File: config.mk
export PLATFORM = sky130hd
export DESIGN_NAME = scan_test_ctrl
export DESIGN_NICKNAME = d
export VERILOG_FILES = /design/src/rtl/scan_test_ctrl_pkg.sv /design/src/rtl/scan_test_ctrl_shift_reg.sv /design/src/rtl/scan_test_ctrl.sv
export SDC_FILE = /design/constraint.sdc
export NUM_CORES = 1
export LEC_CHECK = 0
export ABC_AREA = 1
export CAP_MARGIN = 5
export CORE_UTILIZATION = 25
export CTS_BUF_LIST = sky130_fd_sc_hd__clkbuf_8 sky130_fd_sc_hd__clkbuf_16
export CTS_CLUSTER_SIZE = 20
export DETAILED_ROUTE_END_ITERATION = 6
export SYNTH_ARGS = -nofsm -noshare
export SYNTH_HDL_FRONTEND = slang
export SYNTH_SLANG_ARGS = --single-unit
File: constraint.sdc
create_clock -name clk -period 1.8 [get_ports clk]
set_input_delay 0.36 -clock clk [delete_from_list [all_inputs] [get_ports clk]]
set_output_delay 0.36 -clock clk [all_outputs]
set_load 0.01 [all_outputs]
File: src/rtl/scan_test_ctrl_pkg.sv
// Shared types and sizing helpers for the tester-side scan controller.
package scan_test_pkg;

   typedef enum logic [2:0] {
      IDLE,
      SHIFT_IN,
      CAPTURE,
      SHIFT_OUT,
      DONE
   } state_t;

   localparam int DEF_CHAIN_LEN = 5;

   function automatic int cnt_bits(input int n);
      return $clog2(n + 1);
   endfunction

   localparam int DEF_BIT_W = cnt_bits(DEF_CHAIN_LEN);

endpackage

File: src/rtl/scan_test_ctrl_shift_reg.sv
// Parallel-load, serial-in/serial-out shift register (MSB shifts out first).
module scan_shift_reg #(
   parameter int W = 5
) (
   input  logic         clk,
   input  logic         reset,
   input  logic         load,
   input  logic [W-1:0] load_val,
   input  logic         shift,
   input  logic         ser_in,
   output logic [W-1:0] q
);

   always_ff @(posedge clk) begin
      if (reset) begin
         q <= '0;
      end else if (load) begin
         q <= load_val;
      end else if (shift) begin
         q <= {q[W-2:0], ser_in};
      end
   end

endmodule

File: src/rtl/scan_test_ctrl.sv
// Tester-side scan controller: shift in, capture, unload, masked compare.
module scan_test_ctrl
   import scan_test_pkg::*;
#(
   parameter int CHAIN_LEN = DEF_CHAIN_LEN,
   parameter int CNT_W     = 8
) (
   input  logic                 clk,
   input  logic                 reset,
   input  logic                 start,
   input  logic                 skip_capture,
   input  logic [CHAIN_LEN-1:0] pattern,
   input  logic [CHAIN_LEN-1:0] expected,
   input  logic [CHAIN_LEN-1:0] mask,
   input  logic                 clear_count,
   output logic                 busy,
   output logic                 done,
   output logic                 pass,
   output logic [CHAIN_LEN-1:0] response,
   output logic [CNT_W-1:0]     fail_count,
   output logic                 scan_enable,
   output logic                 scan_in_1,
   input  logic                 scan_out_1
);

   localparam int BW = cnt_bits(CHAIN_LEN);
   localparam logic [BW-1:0] LAST = BW'(CHAIN_LEN - 1);
   localparam logic [BW-1:0] ONE  = BW'(1);
   localparam logic [CNT_W-1:0] CNT_ONE = CNT_W'(1);

   state_t               state;
   state_t               state_nx;
   logic [BW-1:0]        cnt;
   logic [CHAIN_LEN-1:0] exp_q;
   logic [CHAIN_LEN-1:0] mask_q;
   logic [CHAIN_LEN-1:0] pat_q;
   logic [CHAIN_LEN-1:0] resp_q;
   logic [CHAIN_LEN-1:0] resp_nx;
   logic                 skip_q;
   logic                 accept;
   logic                 fin;
   logic                 pass_nx;
   logic                 pat_shift;
   logic                 resp_shift;
   logic                 unused_ok;

   assign accept     = (state == IDLE) && start;
   assign pat_shift  = (state == SHIFT_IN);
   assign resp_shift = (state == SHIFT_OUT);
   assign fin        = resp_shift && (cnt == ONE);
   assign resp_nx    = {resp_q[CHAIN_LEN-2:0], scan_out_1};
   assign pass_nx    = ((resp_nx ^ exp_q) & mask_q) == '0;
   assign unused_ok  = ^{pat_q[CHAIN_LEN-2:0], resp_q[CHAIN_LEN-1]};

   scan_shift_reg #(.W(CHAIN_LEN)) u_pat (
      .clk      (clk),
      .reset    (reset),
      .load     (accept),
      .load_val (pattern),
      .shift    (pat_shift),
      .ser_in   (1'b0),
      .q        (pat_q)
   );

   scan_shift_reg #(.W(CHAIN_LEN)) u_resp (
      .clk      (clk),
      .reset    (reset),
      .load     (accept),
      .load_val ({CHAIN_LEN{1'b0}}),
      .shift    (resp_shift),
      .ser_in   (scan_out_1),
      .q        (resp_q)
   );

   always_comb begin
      state_nx    = state;
      scan_enable = 1'b0;
      scan_in_1   = 1'b0;
      busy        = (state != IDLE);
      done        = 1'b0;
      unique case (state)
         IDLE: begin
            if (start) state_nx = SHIFT_IN;
         end
         SHIFT_IN: begin
            scan_enable = 1'b1;
            scan_in_1   = pat_q[CHAIN_LEN-1];
            if (cnt == LAST) state_nx = skip_q ? SHIFT_OUT : CAPTURE;
         end
         CAPTURE: begin
            state_nx = SHIFT_OUT;
         end
         SHIFT_OUT: begin
            scan_enable = 1'b1;
            if (cnt == ONE) state_nx = DONE;
         end
         DONE: begin
            done     = 1'b1;
            state_nx = IDLE;
         end
         default: begin
            state_nx = IDLE;
         end
      endcase
   end

   // cnt climbs to CHAIN_LEN while loading, then counts back down while
   // unloading, so it never wraps and needs no reload between phases.
   always_ff @(posedge clk) begin
      if (reset) begin
         state      <= IDLE;
         cnt        <= '0;
         exp_q      <= '0;
         mask_q     <= '0;
         skip_q     <= 1'b0;
         response   <= '0;
         pass       <= 1'b0;
         fail_count <= '0;
      end else begin
         state <= state_nx;
         if (accept) begin
            cnt    <= '0;
            exp_q  <= expected;
            mask_q <= mask;
            skip_q <= skip_capture;
         end else if (pat_shift) begin
            cnt <= cnt + ONE;
         end else if (resp_shift) begin
            cnt <= cnt - ONE;
         end
         if (fin) begin
            response <= resp_nx;
            pass     <= pass_nx;
         end
         if (clear_count) begin
            fail_count <= '0;
         end else if (fin && !pass_nx && (fail_count != '1)) begin
            fail_count <= fail_count + CNT_ONE;
         end
      end
   end

endmodule
Word-level counts from Yosys, hierarchy flattened --
Cells that the tools add are included.
Word-level totals: register bits after elaboration 40, input port bits 21, output and inout port bits 18, logic and storage cells 51
Operators by class: add/sub/neg operators 3, equal/unequal tests 10, muxes and demuxes 12, bitwise gates (word level) 2, reduce and logical (&&, ||, !) cells 14
Operators with widths (number):
- two-way mux 3 bit | 5
- one-hot mux 3 bit (4 select lines) | 1
- two-way mux 5 bit | 2
- adder 8 x 1 -> 8 bit (second input constant) | 1
- inequality test 8 bit (second input constant) | 1
- == test 3 x 1 -> 1 bit (second input constant) | 2
- == test 3 x 2 -> 1 bit (second input constant) | 2
- == test 3 bit (second input constant) | 2
- OR reduction 2 bit | 3
- bitwise AND 5 bit | 1
- logical NOT 5 bit | 1
- XOR 5 bit | 1
- logical AND 1 bit | 4
- two-way mux 1 bit | 4
- inequality test 2 x 1 -> 1 bit (second input constant) | 2
- nonzero test 2 bit | 2
- adder 3 x 1 -> 3 bit (second input constant) | 1
- logical NOT 3 bit | 1
- AND reduction 3 bit | 1
- nonzero test 3 bit | 1
- subtractor 3 x 1 -> 3 bit (second input constant) | 1
- inequality test 2 bit (second input constant) | 1
- logical NOT 1 bit | 1

Depth between registers and ports, before layout --
depth in word-level cells 6, gate-level depth with buffers 10, mapped depth without buffers 10

Hierarchy --
From an unflattened synthesis, not the netlist that was laid out.
Second synthesis, totals: cell total of the unflattened synthesis 307, area total of the unflattened synthesis 2048.2 um^2
By module, submodules not included:
- scan_test_ctrl | times used 1, cells an instance 227, area an instance 1565.3 um^2, seq. area each 620.6 um^2
- scan_shift_reg | times used 2, cells an instance 40, area an instance 241.5 um^2, seq. area each 100.1 um^2

Least setup slack after synthesis --
Ideal clock, no wire load.
path type register -> output, start reg state[0], end out scan_in_1, arrival time 1146 ps, data required time 1440 ps, path slack 294 ps, stages on the path, launching flop included 5, path buffers 0, cell sequence dfxtp_1 -> inv_1 -> nor3_1 -> inv_1 -> nor2_1
On the way: longest elaborated chain between the ends 2
RTL lines:
- start, declared | RTL line scan_test_ctrl.sv:31 | state_t state;
- start signal, assigned | RTL line scan_test_ctrl.sv:120 | state <= state_nx;
- == test 3 x 1 -> 1 bit | RTL line scan_test_ctrl.sv:81 | unique case (state)
- two-way mux 1 bit | RTL line scan_test_ctrl.sv:81
- end, declared | RTL line scan_test_ctrl.sv:22 | output logic scan_in_1,
No other way between the ends.

Worst setup path after layout --
Same ends and word-level chain as after synthesis.

==> load_flow_metrics.sql <==
INSERT INTO impl_metrics (metric_group, metric, value, unit) VALUES
('status', 'status', 'completed', ''),
('clock_network', 'clock_latency', '0.30', 'ns'),
('routing', 'antenna_violating_nets_post_route', '0', ''),
('sta', 'timing_hold_violations_final', '0', ''),
('sta', 'clock.fmax', '0.596', 'GHz'),
('global_route', 'via_count_of_the_first_global_routing_pass', '1650', ''),
('synth', 'synth_ff_type', 'sky130_fd_sc_hd__dfxtp_1', ''),
('cells_and_area', 'final_net_count', '352', ''),
('synth', 'synth_edf_count', '0', ''),
('routing', 'detail_route.wl_per_cell', '10.6', 'microns'),
('critical_path', 'timing.critical_path.required', '1.44', 'ns'),
('synth', 'async_flop_share', '0', ''),
('global_route', 'initial_antenna_violation_count', '0', ''),
('die', 'ioPinCount', '39', ''),
('sta', 'finalClockSkew', '0.0107', 'ns'),
('critical_path', 'cp_max_fo', '3', ''),
('sta', 'timing.hold.ws', '0.462', 'ns'),
('synth', 'syn-mean-instance-area', '6.97', 'sq um'),
('synth', 'yosysTopAreaCellShare', '0.430', ''),
('place', 'place_hpwl', '3480', 'microns'),
('clock_network', 'post_cts.repair.setup_buffers', '0', ''),
('routing', 'drt_iter0_markers', '75', ''),
('synth', 'synthesis.nets', '293', ''),
('sta', 'rsz0062_at_grt', 'no', ''),
('routing', 'viasPerCell', '4.21', ''),
('clock_network', 'hold_buffers', '0', ''),
('die', 'core_area', '0.00721', 'sq mm'),
('place', 'globalplace.congestion', '0.849', ''),
('global_route', 'grt_start_max_net_pins', '15', ''),
('sta', 'period_minus_slack', '1.68', 'ns'),
('synth', 'synth_top_cells_by_area', 'sky130_fd_sc_hd__dfxtp_1, sky130_fd_sc_hd__nand2_1, sky130_fd_sc_hd__inv_1', ''),
('min_path', 'hold_path.class', 'reg -> reg', ''),
('clock_network', 'root_buffer', 'sky130_fd_sc_hd__clkbuf_8', ''),
('global_route', 'grt_first_pass_wirelength', '7520', 'microns'),
('sta', 'setup-violations-final', '0', ''),
('pwr', 'total_leakage_power', '1.10', 'nW'),
('clock_network', 'max-clock-path-buffers', '2', ''),
('global_route', 'groute.usage.overall', '0.126', ''),
('routing', 'wl', '4520', 'microns'),
('critical_path', 'path_class', 'reg -> out', ''),
('synth', 'netlist_area', '0.00186', 'sq mm'),
('synth', 'syn_inst', '267', ''),
('die', 'rows', '31', ''),
('synth', 'yosysWarningCount', '0', ''),
('min_path', 'hold_path_startpoint', 'u_pat.q[0]', ''),
('routing', 'detailed_routing_iterations_pass_1', '4', ''),
('flow_run', 'drv_cap', '0', ''),
('die', 'die_h', '88.3', 'microns'),
('synth', 'synthDistinctLibCells', '28', ''),
('clock_network', 'tritoncts', 'built', ''),
('global_route', 'grt_remaining_overflow', '0', ''),
('place', 'place.port_buffers', '38', ''),
('routing', 'drcViolationCount', '0', ''),
('cells_and_area', 'register_cell_area_after_layout', '802', 'sq um'),
('place', 'dpl_cell_area', '0.00248', 'sq mm'),
('synth', 'synthMostInstantiatedCell', 'sky130_fd_sc_hd__nand2_1', ''),
('cells_and_area', 'multi_input_area', '896', 'sq um'),
('clock_network', 'clock_tree.htree_level_count', '2', ''),
('routing', 'routed_via_count', '1794', ''),
('cells_and_area', 'antennaDiodeCount', '0', ''),
('synth', 'post-synth-top-area-cell', 'sky130_fd_sc_hd__dfxtp_1', ''),
('cells_and_area', 'fillers', '799', ''),
('cells_and_area', 'finished_cell_area', '0.00260', 'sq mm'),
('cells_and_area', 'synthToLayoutAreaGrowth', '39.4', '%'),
('cells_and_area', 'post_route_cells_drive_above_1_share', '0.110', ''),
('critical_path', 'worst_ep_arrival_time', '1.32', 'ns'),
('clock_network', 'cts-buffers-inserted', '5', ''),
('die', 'fp.dieArea', '0.00780', 'sq mm'),
('critical_path', 'critical_path.endpoint_type', 'primary output', ''),
('synth', 'sequential_area_share_after_synthesis', '0.430', ''),
('pwr', 'pwr_density_cell', '796', 'mW/mm^2');
[state kept, by name (all words and copies together), names as in the netlist, 3 cells and up]
signal	flops
fail_count	8
exp_q	5
mask_q	5
response	5
u_pat.q	5
u_resp.q	4
cnt	3
state	3
[worst max-delay path, cell delays in order, from the launching register on]
cell	delay [ns]
sky130_fd_sc_hd__dfxtp_1	0.33
sky130_fd_sc_hd__inv_1	0.07
sky130_fd_sc_hd__nor3_2	0.17
sky130_fd_sc_hd__inv_1	0.08
sky130_fd_sc_hd__nor2_1	0.09
sky130_fd_sc_hd__dlygate4sd2_1	0.27
[timing repair]
action | 4_1_cts | 5_1_grt
resized for setup | 6 | 1
endpoints found under the setup margin | 3 | 2
pin swaps | 1 | 1
cloned | 0 | 0
[final cells by class]
| cell class | count | area share |
|---|---|---|
| Inverter | 38 | 0.0559 |
| Sequential cell | 40 | 0.309 |
| Tap cell | 99 | 0.0477 |
| Clock inverter | 3 | 0.0149 |
| Multi-Input combinational cell | 184 | 0.345 |
| Timing Repair Buffer | 57 | 0.201 |
| Clock buffer | 5 | 0.0265 |
[power breakdown]
group / switching [mW] / total (mW) / leakage [nW] / internal (mW)
Sequential: 0.0295 / 0.964 / 0.326 / 0.935
Combinational: 0.195 / 0.364 / 0.712 / 0.169
Clock: 0.332 / 0.738 / 0.0593 / 0.406
[path summary, 6_finish.rpt]
check,end,slack [ns],depth (start not counted)
max,scan_in_1,0.12,5
max reg2reg,fail_count[0],0.24,10
min reg2reg,u_pat.q[0],0.46,2
min,u_pat.q[0],0.46,2
[stage by stage]
step	TNS [ns]	util	cells	worst slack (ns)	power, mW
final	0	0.360	426	0.122	2.07
after global routing	0	0.360	426	0.00805	2.18
after CTS	0	0.360	426	0.00146	2.09
after detailed placement	-0.0220	0.344	418	-0.0154	1.35
after global placement	0	0.344	418	0.0188	1.34
after floorplan	0	-	267	0.294	1.18
[placed cells by master, fill, tap and decap left out, drive strengths merged]
master / n
dlymetal6s2s: 1
nand3: 13
a211oi: 3
nor3: 4
clkbuf: 5
inv: 39
o221ai: 1
o21ai: 13
dlygate4sd2: 3
o211ai: 1
a22oi: 1
dfxtp: 40
bufinv: 1
clkinv: 1
nand2: 75
nor3b: 1
buf: 19
a31oi: 4
clkdlybuf4s50: 34
nor2: 36
xor2: 1
xnor2: 1
ha: 5
a21oi: 22
nand4: 3
[cell families after synthesis]
| logic type | count (synthesis) | share of synthesized area |
|---|---|---|
| fa+ha+maj | 5 | 0.0336 |
| compound gates | 45 | 0.132 |
| buf+inv | 43 | 0.0927 |
| simple gates | 132 | 0.302 |
| xor+xnor | 2 | 0.00941 |
| flops | 40 | 0.430 |
[per-layer routing]
metal / vias to the layer above / wire, microns / GRT usage
li1: 970 / - / -
met1: 786 / 2180 / 0.159
met2: 31 / 2090 / 0.208
met3: 7 / 158 / 0.0317
met4: 0 / 86 / 0.0484
met5: - / 0 / 0
(Power assumes the default switching activity.)
